$ cat src/rtl/mcol_serial_ctrl_pkg.sv
// Shared constants, FSM state type and element indexing for the Fides-160
// serial MixColumns datapath.
package fides_pkg;

    localparam int W    = 5;
    localparam int NROW = 4;
    localparam int NCOL = 8;
    localparam int SW   = NROW * NCOL * W;

    typedef enum logic [1:0] {
        IDLE,
        RUN,
        DONE
    } mcol_state_t;

    // Element e = 4*c + r sits at bits [W*e +: W] of a state share.
    function automatic int idx(input int c, input int r);
        return NROW * c + r;
    endfunction

endpackage

$ cat src/rtl/mcol_serial_ctrl_if.sv
// Handshake and data bus between a share producer/consumer (master) and the
// serial MixColumns sequencer (slave).
interface mcol_serial_ctrl_if;
    import fides_pkg::*;

    logic          in_valid;
    logic          in_ready;
    logic [SW-1:0] in_data;
    logic          out_valid;
    logic          out_ready;
    logic [SW-1:0] out_data;
    logic          busy;
    logic          flush;

    modport master (
        output in_valid, in_data, out_ready, flush,
        input  in_ready, out_valid, out_data, busy
    );

    modport slave (
        input  in_valid, in_data, out_ready, flush,
        output in_ready, out_valid, out_data, busy
    );

endinterface

$ cat src/rtl/mcol_serial_ctrl_mcolrow.sv
// One MixColumns output element: XOR of the three other elements of its column.
module mcolrow
    import fides_pkg::*;
(
    input  logic [W-1:0] a1,
    input  logic [W-1:0] a2,
    input  logic [W-1:0] a3,
    output logic [W-1:0] y
);

    assign y = a1 ^ a2 ^ a3;

endmodule

$ cat src/rtl/mcol_serial_ctrl.sv
// Serial MixColumns sequencer for one share: walks the state column by column,
// row by row, through a single time-shared mcolrow instance.
module mcol_serial_ctrl
    import fides_pkg::*;
(
    input  logic               clk,
    input  logic               rst_n,
    mcol_serial_ctrl_if.slave  bus
);

    localparam int CW = (NCOL > 1) ? $clog2(NCOL) : 1;

    mcol_state_t   state, state_nxt;
    logic [CW-1:0] col, col_nxt;
    logic [1:0]    row, row_nxt;
    logic [SW-1:0] in_buf;
    logic [SW-1:0] out_data;
    logic          load;
    logic          write_en;
    logic [W-1:0]  col_e [NROW];
    logic [W-1:0]  a1, a2, a3, y;

    always_ff @(posedge clk or negedge rst_n) begin
        if (!rst_n) begin
            state    <= IDLE;
            col      <= '0;
            row      <= '0;
            in_buf   <= '0;
            out_data <= '0;
        end else begin
            state <= state_nxt;
            col   <= col_nxt;
            row   <= row_nxt;
            if (load) begin
                in_buf <= bus.in_data;
            end
            if (write_en) begin
                out_data[W*idx(int'(col), int'(row)) +: W] <= y;
            end
        end
    end

    always_comb begin
        state_nxt = state;
        col_nxt   = col;
        row_nxt   = row;
        load      = 1'b0;
        write_en  = 1'b0;
        if (bus.flush) begin
            state_nxt = IDLE;
            col_nxt   = '0;
            row_nxt   = '0;
        end else begin
            case (state)
                IDLE: begin
                    if (bus.in_valid) begin
                        load      = 1'b1;
                        col_nxt   = '0;
                        row_nxt   = '0;
                        state_nxt = RUN;
                    end
                end
                RUN: begin
                    write_en = 1'b1;
                    if (row == 2'd3) begin
                        row_nxt = '0;
                        if (col == CW'(NCOL - 1)) begin
                            col_nxt   = '0;
                            state_nxt = DONE;
                        end else begin
                            col_nxt = col + 1'b1;
                        end
                    end else begin
                        row_nxt = row + 1'b1;
                    end
                end
                DONE: begin
                    if (bus.out_ready) begin
                        state_nxt = IDLE;
                    end
                end
                default: state_nxt = IDLE;
            endcase
        end
    end

    // Operand mux: the three rows other than the current one, ascending order.
    always_comb begin
        for (int r = 0; r < NROW; r++) begin
            col_e[r] = in_buf[W*idx(int'(col), r) +: W];
        end
        a1 = col_e[1];
        a2 = col_e[2];
        a3 = col_e[3];
        case (row)
            2'd0: begin a1 = col_e[1]; a2 = col_e[2]; a3 = col_e[3]; end
            2'd1: begin a1 = col_e[0]; a2 = col_e[2]; a3 = col_e[3]; end
            2'd2: begin a1 = col_e[0]; a2 = col_e[1]; a3 = col_e[3]; end
            default: begin a1 = col_e[0]; a2 = col_e[1]; a3 = col_e[2]; end
        endcase
    end

    mcolrow u_mcolrow (
        .a1 (a1),
        .a2 (a2),
        .a3 (a3),
        .y  (y)
    );

    assign bus.in_ready  = (state == IDLE);
    assign bus.out_valid = (state == DONE);
    assign bus.busy      = (state != IDLE);
    assign bus.out_data  = out_data;

endmodule

$ cat src/flat_wrapper.sv
// flat-port wrapper written by rule: the top's interface ports become plain ports
module mcol_serial_ctrl_flat import fides_pkg::*;
  (clk, rst_n, bus_in_valid, bus_in_data, bus_out_ready, bus_flush, bus_in_ready, bus_out_valid, bus_out_data, bus_busy);
  mcol_serial_ctrl_if bus_i ();
  input  logic clk;
  input  logic rst_n;
  input wire logic [$bits(bus_i.in_valid)-1:0] bus_in_valid;
  input wire logic [$bits(bus_i.in_data)-1:0] bus_in_data;
  input wire logic [$bits(bus_i.out_ready)-1:0] bus_out_ready;
  input wire logic [$bits(bus_i.flush)-1:0] bus_flush;
  output wire logic [$bits(bus_i.in_ready)-1:0] bus_in_ready;
  output wire logic [$bits(bus_i.out_valid)-1:0] bus_out_valid;
  output wire logic [$bits(bus_i.out_data)-1:0] bus_out_data;
  output wire logic [$bits(bus_i.busy)-1:0] bus_busy;
  assign bus_i.in_valid = bus_in_valid;
  assign bus_i.in_data = bus_in_data;
  assign bus_i.out_ready = bus_out_ready;
  assign bus_i.flush = bus_flush;
  assign bus_in_ready = bus_i.in_ready;
  assign bus_out_valid = bus_i.out_valid;
  assign bus_out_data = bus_i.out_data;
  assign bus_busy = bus_i.busy;
  mcol_serial_ctrl u_core (.clk(clk), .rst_n(rst_n), .bus(bus_i));
endmodule
$ cat config.mk
export PLATFORM = sky130hd
export DESIGN_NAME = mcol_serial_ctrl_flat
export DESIGN_NICKNAME = d
export VERILOG_FILES = /design/src/rtl/mcol_serial_ctrl_pkg.sv /design/src/rtl/mcol_serial_ctrl_if.sv /design/src/rtl/mcol_serial_ctrl_mcolrow.sv /design/src/rtl/mcol_serial_ctrl.sv /design/src/flat_wrapper.sv
export SDC_FILE = /design/constraint.sdc
export NUM_CORES = 1
export LEC_CHECK = 0
export ABC_AREA = 1
export CORE_ASPECT_RATIO = 1.25
export CORE_UTILIZATION = 55
export DETAILED_ROUTE_END_ITERATION = 8
export PLACE_DENSITY_LB_ADDON = 0.05
export SLEW_MARGIN = 20
export SYNTH_ARGS = -nofsm -noshare
export SYNTH_HDL_FRONTEND = slang
export SYNTH_SLANG_ARGS = --single-unit
$ cat constraint.sdc
create_clock -name clk -period 9.87 [get_ports clk]
set_input_delay 0.987 -clock clk [delete_from_list [all_inputs] [get_ports clk]]
set_output_delay 0.987 -clock clk [all_outputs]
set_load 0.005 [all_outputs]
==> out/metrics.yaml <==
status:
  status: "finished, final reports clean"
synthesis:
  yosys_warnings: 0
  yosys-mux-area-fraction_pct: 3.92
  yosys.area_share.simple_pct: 34.0
  synth_top_family_by_area: "simple AND/OR/NAND/NOR gates"
  yosysSeqAreaShare_pct: 39.4
  post_synth.cell_area_avg_um2: 7.09
  syn_nets: 3111
  synthXorXnorAreaFrac_pct: 0.537
  synth_cells: 2928
  yosysUniqueCellTypes: 53
  yosys.area_share.adder_pct: 1.19
  synth_compound_area_share_pct: 12.2
  syn_area_um2: 20700
  ys_seq_elements: 327
place:
  gp_congestion: 0.978
  hpwl_mm: 52.9
  portBuffers: 327
routing:
  vias: 21800
  post-route-drc-count: 0
  wl_per_cell_um: 20.1
  antenna_left: 0
  drt-total-wl_mm: 73.8
  drtIter0Drc: 2453
  viasPerCell: 5.96
  drtPass1Iterations: 8
setup_path:
  cpMaxStageDelayCell: "clkinv_1"
  path_cells: "buf_4 -> inv_2 -> buf_4 -> ha_2 -> inv_1 -> fa_1 -> clkinv_1 -> nand3_1 -> nand2_1 -> a21oi_1 -> o211ai_1 -> a21oi_1 -> nand3b_1 -> and2_1 -> nand3_1 -> nand2_1 -> nand4_1 -> a21oi_1"
  cp_data_arrival_time_ns: 6.86
  timing.rr.start: "u_core.col[1]$_DFFE_PN0P_"
  required_ns: 10.32
  critPathLaunchType: "flop"
  critPathLaunch: "u_core.col[1]$_DFFE_PN0P_"
  path_max_fanout: 56
  end_kind: "flop"
  crit_top_cell: "a21oi_1"
  path_class: "flop to flop"
  cp_slowest_stage_delay_ns: 0.88
timing:
  post-route-period-util_pct: 64.9
  drv_slew: 0
  period_needed_ns: 6.41
  hold_slack_ns: 0.451
  setup_tns_ns: 0
  relSlewSlack_pct: 23.9
  finalSetupViolations: 0
  fmax_mhz: 156
  tightest_slew_ns: 1.14
  rsz0062_at_grt: "false"
  finClkSkew_ns: 0.0154
  finalHoldViolCount: 0
global_routing:
  gr-total-overflow: 0
  grt_pass1_vias: 21500
  grt_antenna_before_repair: 0
  grt.total_usage_pct: 38.5
  grt_pass1_wl_mm: 115
  grt_max_degree: 211
power_and_ir_drop:
  p_total_mw: 9.21
  powerDensity_nw_per_um2: 365
  ir_drop_mv: 0.211
  p_leak_nw: 11.8
floorplanning:
  die_w_um: 176
  core_um2: 37200
  start_util_pct: 55.8
  die_h_um: 219
  fp.dieArea_um2: 38500
  ioPinCount: 328
  rows: 79
cts:
  cts-buffers-inserted: 35
  post_cts_buffers: 0
  cts_tree: "yes"
  clk_pin_slew_worst_paths_ns: 0.07
  ctsResizeCount: 0
  worst_skew_pair.late_latency_ns: 0.54
  clk_path_buf_depth: 3
  cts_hold_buf: 0
  ctsRootBufferMaster: "clkbuf_16"
  ctsHtreeMaxLevel: 2
  clkSinkCount: 327
cells_and_area:
  num-nets-final: 3338
  final_common_cell: "nand2_1"
  layout_common_cells: "nand2_1 (662), nand3_1 (468), nor2_1 (390), clkdlybuf4s50_1 (326), dfrtp_1 (325)"
  post-route-util_pct: 67.9
  drive_gt1_share_pct: 6.73
  insertedDiodeCount: 0
  area_growth_pct: 21.6
worst_hold_path:
  min_path_type: "primary input to asynchronous set/reset pin"
job:
  cap_viol_max_count: 0
-- path summary, 6_finish.rpt --
kind,endpoint,slack (ns),depth (start not counted)
hold / removal,u_core.bus.out_data[104]$_DFFE_PN0P_,0.45,1
hold reg to reg,u_core.bus.out_data[150]$_DFFE_PN0P_,0.49,1
max in group asynchronous,u_core.in_buf[16]$_DFFE_PN0P_,7.97,2
setup / recovery,u_core.bus.out_data[104]$_DFFE_PN0P_,3.46,18
min in group clk,u_core.bus.out_data[150]$_DFFE_PN0P_,0.49,1
setup reg to reg,u_core.bus.out_data[104]$_DFFE_PN0P_,3.46,18
-- per-layer routing --
metal,routed length (µm),vias up,GRT usage (%)
li1,-,10000,-
met1,26600,10200,44.1
met2,36400,1260,66.5
met3,5170,348,4.63
met4,5670,0,27.4
met5,0,-,0
-- flip-flops by register name, indices dropped and copies added, names as in the netlist --
signal and cells:
u_core.in_buf 160, u_core.row 2, u_core.state 2, u_core.col 3, u_core.bus.out_data 160
-- Yosys cell counts, drive strengths merged --
cell type,instances,area (µm²)
nand3,480,2460
nor2,399,1530
a31oi,8,50.1
xnor2,3,52.6
dfrtp,327,8180
o21a,67,503
a21o,1,7.51
a21oi,193,970
a22oi,1,7.51
a211oi,3,22.5
o211ai,31,238
clkinv,5,18.8
o31ai,6,45.0
ha,15,188
nand3b,1,7.51
or2,33,209
and2,2,12.5
o221ai,1,15.0
nand2,678,2590
fa,3,60.1
xor2,5,58.8
nor3,14,80.1
o22ai,8,50.1
mux2i,34,340
o41ai,1,8.76
mux2,42,473
buf,91,533
o21ai,109,564
o311ai,1,8.76
inv,267,1000
nand4,24,163
clkbuf,70,263
a21boi,5,37.5
-- report_power, final --
| part | leakage, nW | internal [mW] | switching (mW) |
|---|---|---|---|
| combinational | 7.32 | 1.84 | 3.82 |
| sequential | 3.89 | 1.84 | 0.362 |
| clock | 0.560 | 0.772 | 0.570 |
| total | 11.8 | 4.45 | 4.75 |
-- cell families after synthesis --
kind of cell	count (synthesis)
compound gates	435
xor+xnor	8
fa+ha+maj	18
buf+inv	433
flops	327
mux	76
simple gates	1631
-- metrics by stage --
stage	setup WS, ns	area [µm²]	instances
global placement	3.75	24100	3604
global route	3.24	25200	3664
CTS	3.65	25200	3664
floorplan	6.01	20700	2928
detailed placement	3.68	24100	3604
finish	3.46	25200	3664
-- critical path, delay by kind of cell (launching register included) --
family | cells | cell delay, ns
AOI/OAI and AO/OA | 4 | 0.82
adders and majority gates | 2 | 0.85
buffers and inverters | 5 | 2.15
DFF | 1 | 0.70
and+or+nand+nor | 7 | 1.70
-- layout make-up --
cell class	count	area, µm²
sequential	327	8190
clock inverter	10	126
fill	3134	11900
clock buffer	50	1010
timing repair buffer	351	3480
tap	486	608
multi-input combinational	2168	10800
inverter	272	1020
Note: power is estimated with default switching activity, not from simulation.
